--- src/rtl/conv_pkg.sv ---
// Shared types and helpers for the FIFO-to-PE-array operand conversion path.
package conv_pkg;

    localparam int unsigned ELEM_W = 8;

    typedef logic [ELEM_W-1:0] elem_t;

    // Low-n-bits-set mask; used for per-lane keep of a partial word.
    function automatic logic [31:0] lane_mask(input int unsigned n);
        return (32'd1 << n) - 32'd1;
    endfunction

endpackage

--- src/rtl/fifo_rd_packer.sv ---
// Drains a one-cycle-latency FIFO read port and packs PACK elements per output word.
// m_ready reaches fifo_rd_en combinationally so a full-word capture can overlap a transfer.
module fifo_rd_packer
    import conv_pkg::*;
#(
    parameter int unsigned DATA_WIDTH = 8,
    parameter int unsigned PACK       = 4,
    parameter int unsigned CNT_W      = $clog2(PACK + 1)
) (
    input  logic                         clk,
    input  logic                         rst,
    input  logic                         fifo_empty,
    output logic                         fifo_rd_en,
    input  logic [DATA_WIDTH-1:0]        fifo_rd_data,
    input  logic                         flush,
    output logic [DATA_WIDTH*PACK-1:0]   m_data,
    output logic [PACK-1:0]              m_keep,
    output logic                         m_last,
    output logic                         m_valid,
    input  logic                         m_ready
);

    logic [CNT_W-1:0]           fill_q, fill_d;
    logic                       pend_q, pend_d;
    logic                       flush_req_q, flush_req_d;
    logic [DATA_WIDTH*PACK-1:0] asm_q, asm_d;
    logic [DATA_WIDTH*PACK-1:0] m_data_q, m_data_d;
    logic [PACK-1:0]            m_keep_q, m_keep_d;
    logic                       m_last_q, m_last_d;
    logic                       m_valid_q, m_valid_d;

    logic [CNT_W:0]             cnt;
    logic                       out_free;
    logic                       flush_go;
    logic [DATA_WIDTH*PACK-1:0] part_data;

    always_comb begin
        cnt      = {1'b0, fill_q} + (CNT_W + 1)'(pend_q);
        out_free = !m_valid_q || m_ready;
        // The last-lane capture may overlap a read only if it can go straight to the output.
        fifo_rd_en = !fifo_empty && !flush_req_q &&
                     ((cnt < (CNT_W + 1)'(PACK)) ||
                      (pend_q && (fill_q == CNT_W'(PACK - 1)) && out_free));
        flush_go = flush_req_q && !pend_q && out_free;

        for (int i = 0; i < PACK; i++) begin
            part_data[i*DATA_WIDTH +: DATA_WIDTH] =
                (CNT_W'(i) < fill_q) ? asm_q[i*DATA_WIDTH +: DATA_WIDTH] : '0;
        end

        fill_d      = fill_q;
        pend_d      = fifo_rd_en;
        asm_d       = asm_q;
        m_data_d    = m_data_q;
        m_keep_d    = m_keep_q;
        m_last_d    = m_last_q;
        m_valid_d   = m_valid_q;
        flush_req_d = flush_req_q;

        if (m_valid_q && m_ready) begin
            m_valid_d = 1'b0;
        end

        if (flush_req_q) begin
            if (flush_go) begin
                flush_req_d = 1'b0;
            end
        end else begin
            flush_req_d = flush;
        end

        if (flush_go) begin
            if (fill_q != '0) begin
                m_data_d  = part_data;
                m_keep_d  = PACK'(lane_mask(32'(fill_q)));
                m_last_d  = 1'b1;
                m_valid_d = 1'b1;
            end
            fill_d = '0;
        end else if ((fill_q == CNT_W'(PACK)) && out_free) begin
            m_data_d  = asm_q;
            m_keep_d  = {PACK{1'b1}};
            m_last_d  = 1'b0;
            m_valid_d = 1'b1;
            fill_d    = '0;
        end else if (pend_q) begin
            for (int i = 0; i < PACK; i++) begin
                if (fill_q == CNT_W'(i)) begin
                    asm_d[i*DATA_WIDTH +: DATA_WIDTH] = fifo_rd_data;
                end
            end
            if (fill_q == CNT_W'(PACK - 1)) begin
                if (out_free) begin
                    m_data_d  = asm_d;
                    m_keep_d  = {PACK{1'b1}};
                    m_last_d  = 1'b0;
                    m_valid_d = 1'b1;
                    fill_d    = '0;
                end else begin
                    fill_d = CNT_W'(PACK);
                end
            end else begin
                fill_d = fill_q + CNT_W'(1);
            end
        end
    end

    always_ff @(posedge clk) begin
        if (rst) begin
            fill_q      <= '0;
            pend_q      <= 1'b0;
            flush_req_q <= 1'b0;
            asm_q       <= '0;
            m_data_q    <= '0;
            m_keep_q    <= '0;
            m_last_q    <= 1'b0;
            m_valid_q   <= 1'b0;
        end else begin
            fill_q      <= fill_d;
            pend_q      <= pend_d;
            flush_req_q <= flush_req_d;
            asm_q       <= asm_d;
            m_data_q    <= m_data_d;
            m_keep_q    <= m_keep_d;
            m_last_q    <= m_last_d;
            m_valid_q   <= m_valid_d;
        end
    end

    assign m_data  = m_data_q;
    assign m_keep  = m_keep_q;
    assign m_last  = m_last_q;
    assign m_valid = m_valid_q;

endmodule
--- config.mk ---
export PLATFORM = sky130hd
export DESIGN_NAME = fifo_rd_packer
export DESIGN_NICKNAME = d
export VERILOG_FILES = /design/src/rtl/conv_pkg.sv /design/src/rtl/fifo_rd_packer.sv
export SDC_FILE = /design/constraint.sdc
export NUM_CORES = 1
export LEC_CHECK = 0
export BUFFER_PORTS_ARGS = -buffer_cell sky130_fd_sc_hd__buf_2
export CORE_AREA = 2 2 84 86
export DETAILED_ROUTE_END_ITERATION = 12
export DIE_AREA = 0 0 86 88
export PLACE_DENSITY = 0.75
export SLEW_MARGIN = 20
export SYNTH_ARGS = -nofsm -noshare
export SYNTH_HDL_FRONTEND = slang
export SYNTH_SLANG_ARGS = --single-unit
--- constraint.sdc ---
create_clock -name clk -period 2.1 [get_ports clk]
set_input_delay 0.105 -clock clk [delete_from_list [all_inputs] [get_ports clk]]
set_output_delay 0.105 -clock clk [all_outputs]
set_load 0.1 [all_outputs]
==> flow_summary.yaml <==
status:
  status: "complete, no violations"
final_layout:
  n_fill_cell: 570
  drive_above_1_share_pct: 22.8
  syn_to_final_growth_pct: 17.6
  antenna_cells: 0
  nets: 436
  final_area_um2: 3850
  post-route-util_pct: 58.0
critical_path:
  path_class: "flip-flop to flip-flop"
  required_ns: 2.35
  critPathMaxFanout: 55
  crit_family: "compound AO/OA/AOI/OAI gates"
  start_kind: "flip-flop"
  slowest_delay_ns: 0.40
  cp_cell_sequence: "inv_1 > ha_1 > or3b_4 > a31oi_4 > buf_12 > nor2_1 > a211oi_1"
  worstSetupEndpointType: "flip-flop"
  worstPathArrival_ns: 2.22
  critPathSlowestCell: "or3b_4"
  path_buf_inv: 2
clocking:
  numCtsBuffers: 9
  post-cts-setup-buffer-count: 0
  path_clk_slew_ns: 0.07
  clk_latency_ns: 0.35
  cts_htree_levels: 3
  clock_path_buffers: 2
  clock_sinks: 75
  cts_root_buffer: "clkbuf_8"
  cts_tree: "yes"
pwr:
  p_per_area_nw_per_um2: 766
  leakage_nw: 1.61
  vdd_ir_drop_max_uv: 334
synthesis:
  synth_nets: 387
  syn-instance-count: 368
  netlist.top_cell.by_area: "dfxtp_1"
  ys_seq_elements: 75
  synth_edf_count: 0
  netlist_area_um2: 3280
  avgSynthCellArea_um2: 8.90
  synth.top_cell.area_share_pct: 45.8
  yosysUniqueCellTypes: 38
  synthArstFlopShare_pct: 0
  synth_area_leaders: "dfxtp_1, mux2i_1, nor2_1"
  yosysWarnings: 0
  ys_seq_area_share_pct: 45.8
  synth-main-ff-cell: "dfxtp_1"
routing:
  wl_met3_um: 370
  viasPerCell: 5.59
  vias: 2800
  ant_nets: 0
  met1_length_um: 3590
  wire_per_inst_um: 15.4
  top_layer: "met4"
  drc: 0
  wl_met2_um: 3590
  first_pass_iters: 4
  totalWireLength_um: 7730
  initialDrtViolationCount: 191
global_routing:
  grt_overflow: 0
  grt_pass1_wl_um: 12400
  antenna_found_initial: 0
  grt_max_degree: 56
  grt_usage_pct: 21.1
  first_global_vias: 2538
sta:
  hold_viol_final: 0
  rsz0062_at_grt: "no"
  final.min_clock_period_ns: 1.96
  max-slew-margin-rel_pct: 41.8
  fmax_mhz: 509
  slew_violations: 0
  tightest_slew_ns: 0.870
  period_share_pct: 93.5
  skew_ns: 0.0112
  finalSetupViolCount: 0
placed_design:
  hpwlAfterDp_um: 5150
  io_buffers: 51
  gp_congestion: 0.849
  place_area_um2: 3660
floorplanning:
  die-area_um2: 7570
  die_y_um: 88
  start_util_pct: 49.3
  pin_count: 52
  core.rowCount: 30
  die_w_um: 86
  core_um2: 6640
min_path:
  min_path_type: "input pin to flip-flop"
flow_run:
  max_cap_viol_count: 0
-- registers in the layout, summed over array words and instances (netlist names) --
| name | flops |
|---|---|
| asm_q | 32 |
| m_data | 32 |
| m_keep | 4 |
| fill_q | 3 |
| flush_req_q | 1 |
| m_last | 1 |
| m_valid | 1 |
| pend_q | 1 |
-- power breakdown --
group | switching [mW] | total (mW) | internal, mW | leakage (nW)
Sequential | 0.0204 | 1.48 | 1.46 | 0.608
Clock | 0.514 | 1.05 | 0.533 | 0.0946
Combinational | 0.313 | 0.427 | 0.114 | 0.911
-- placed cells by master, fill, tap and decap left out, drive strengths merged, types with 13 or more instances in the layout --
master and count:
dfxtp 75, buf 64, nor2 59, nand2 38, mux2i 24, a21oi 22, a311oi 19, nor2b 15
o21ai 13
-- per-stage QoR --
stage	hold slack [ns]	cells	power, mW	setup slack (ns)	setup TNS [ns]
floorplan	0.215	368	1.83	-0.220	-0.259
global placement	0.311	485	1.93	0.253	0
finish	0.0603	501	2.95	0.136	0
CTS	0.0586	501	2.96	0.0898	0
detailed placement	0.318	485	1.93	0.178	0
global route	0.0670	501	3.06	0.0139	0
-- cell families (layout without fill, tap and decap cells) --
kind of cell               Yosys count  in the layout  synth area share, %
and+or+nand+nor                    142            142                 19.8
AOI/OAI and AO/OA                   89             89                 19.7
DFF                                 75             75                 45.8
buffers and inverters               30             83                 4.47
muxes                               24             24                 7.33
adders and majority gates            6              6                 2.29
xor gates and xnor gates             2              2                0.535
-- repair_timing --
action                                  4_1_cts  5_1_grt
endpoints found under the setup margin        0        1
hold buffers                                  1        0
resized for setup                             0        1
endpoints found under the hold margin         1        0
-- tightest hold or removal path: cells and delay by family --
kind            cells  cell delay (ns)
buf+inv             1             0.10
compound gates      1             0.04
simple gates        1             0.11
-- routing by layer --
metal	up-vias	global-route usage (%)
li1	1403	-
met1	1306	28.5
met2	77	32.3
met3	14	3.77
met4	0	11.1
met5	-	0
-- final timing paths --
check / start / to / slack (ns) / depth (start not counted)
worst max register to register: fill_q[0]$_SDFFE_PP0P_ / m_data[17]$_SDFFE_PP0P_ / 0.14 / 7
worst max-delay path: fill_q[0]$_SDFFE_PP0P_ / m_data[17]$_SDFFE_PP0P_ / 0.14 / 7
worst min register to register: asm_q[30]$_SDFFE_PP0P_ / asm_q[30]$_SDFFE_PP0P_ / 0.46 / 2
worst min-delay path: fifo_empty / pend_q$_SDFF_PP0_ / 0.06 / 3
-- synth_stat cells, drive strengths merged, types with 3 or more instances --
| cell type | count |
|---|---|
| nor2 | 59 |
| a311oi | 19 |
| a211oi | 8 |
| inv | 3 |
| nand2 | 38 |
| a31o | 8 |
| ha | 6 |
| o21ai | 13 |
| nand2b | 4 |
| buf | 10 |
| nor3 | 3 |
| nor3b | 7 |
| a2bb2oi | 8 |
| clkbuf | 17 |
| nand3 | 9 |
| mux2i | 24 |
| nor2b | 15 |
| dfxtp | 75 |
| a21oi | 22 |
-- final cells by class --
type	instances	area (um^2)	area share, %
Tap cell	80	100	2.60
Clock buffer	9	124	3.21
Timing Repair Buffer	65	403	10.5
Sequential cell	75	1510	39.1
Clock inverter	6	57.6	1.49
Inverter	3	11.3	0.292
Multi-Input combinational cell	263	1650	42.9
(Power assumes the default switching activity.)
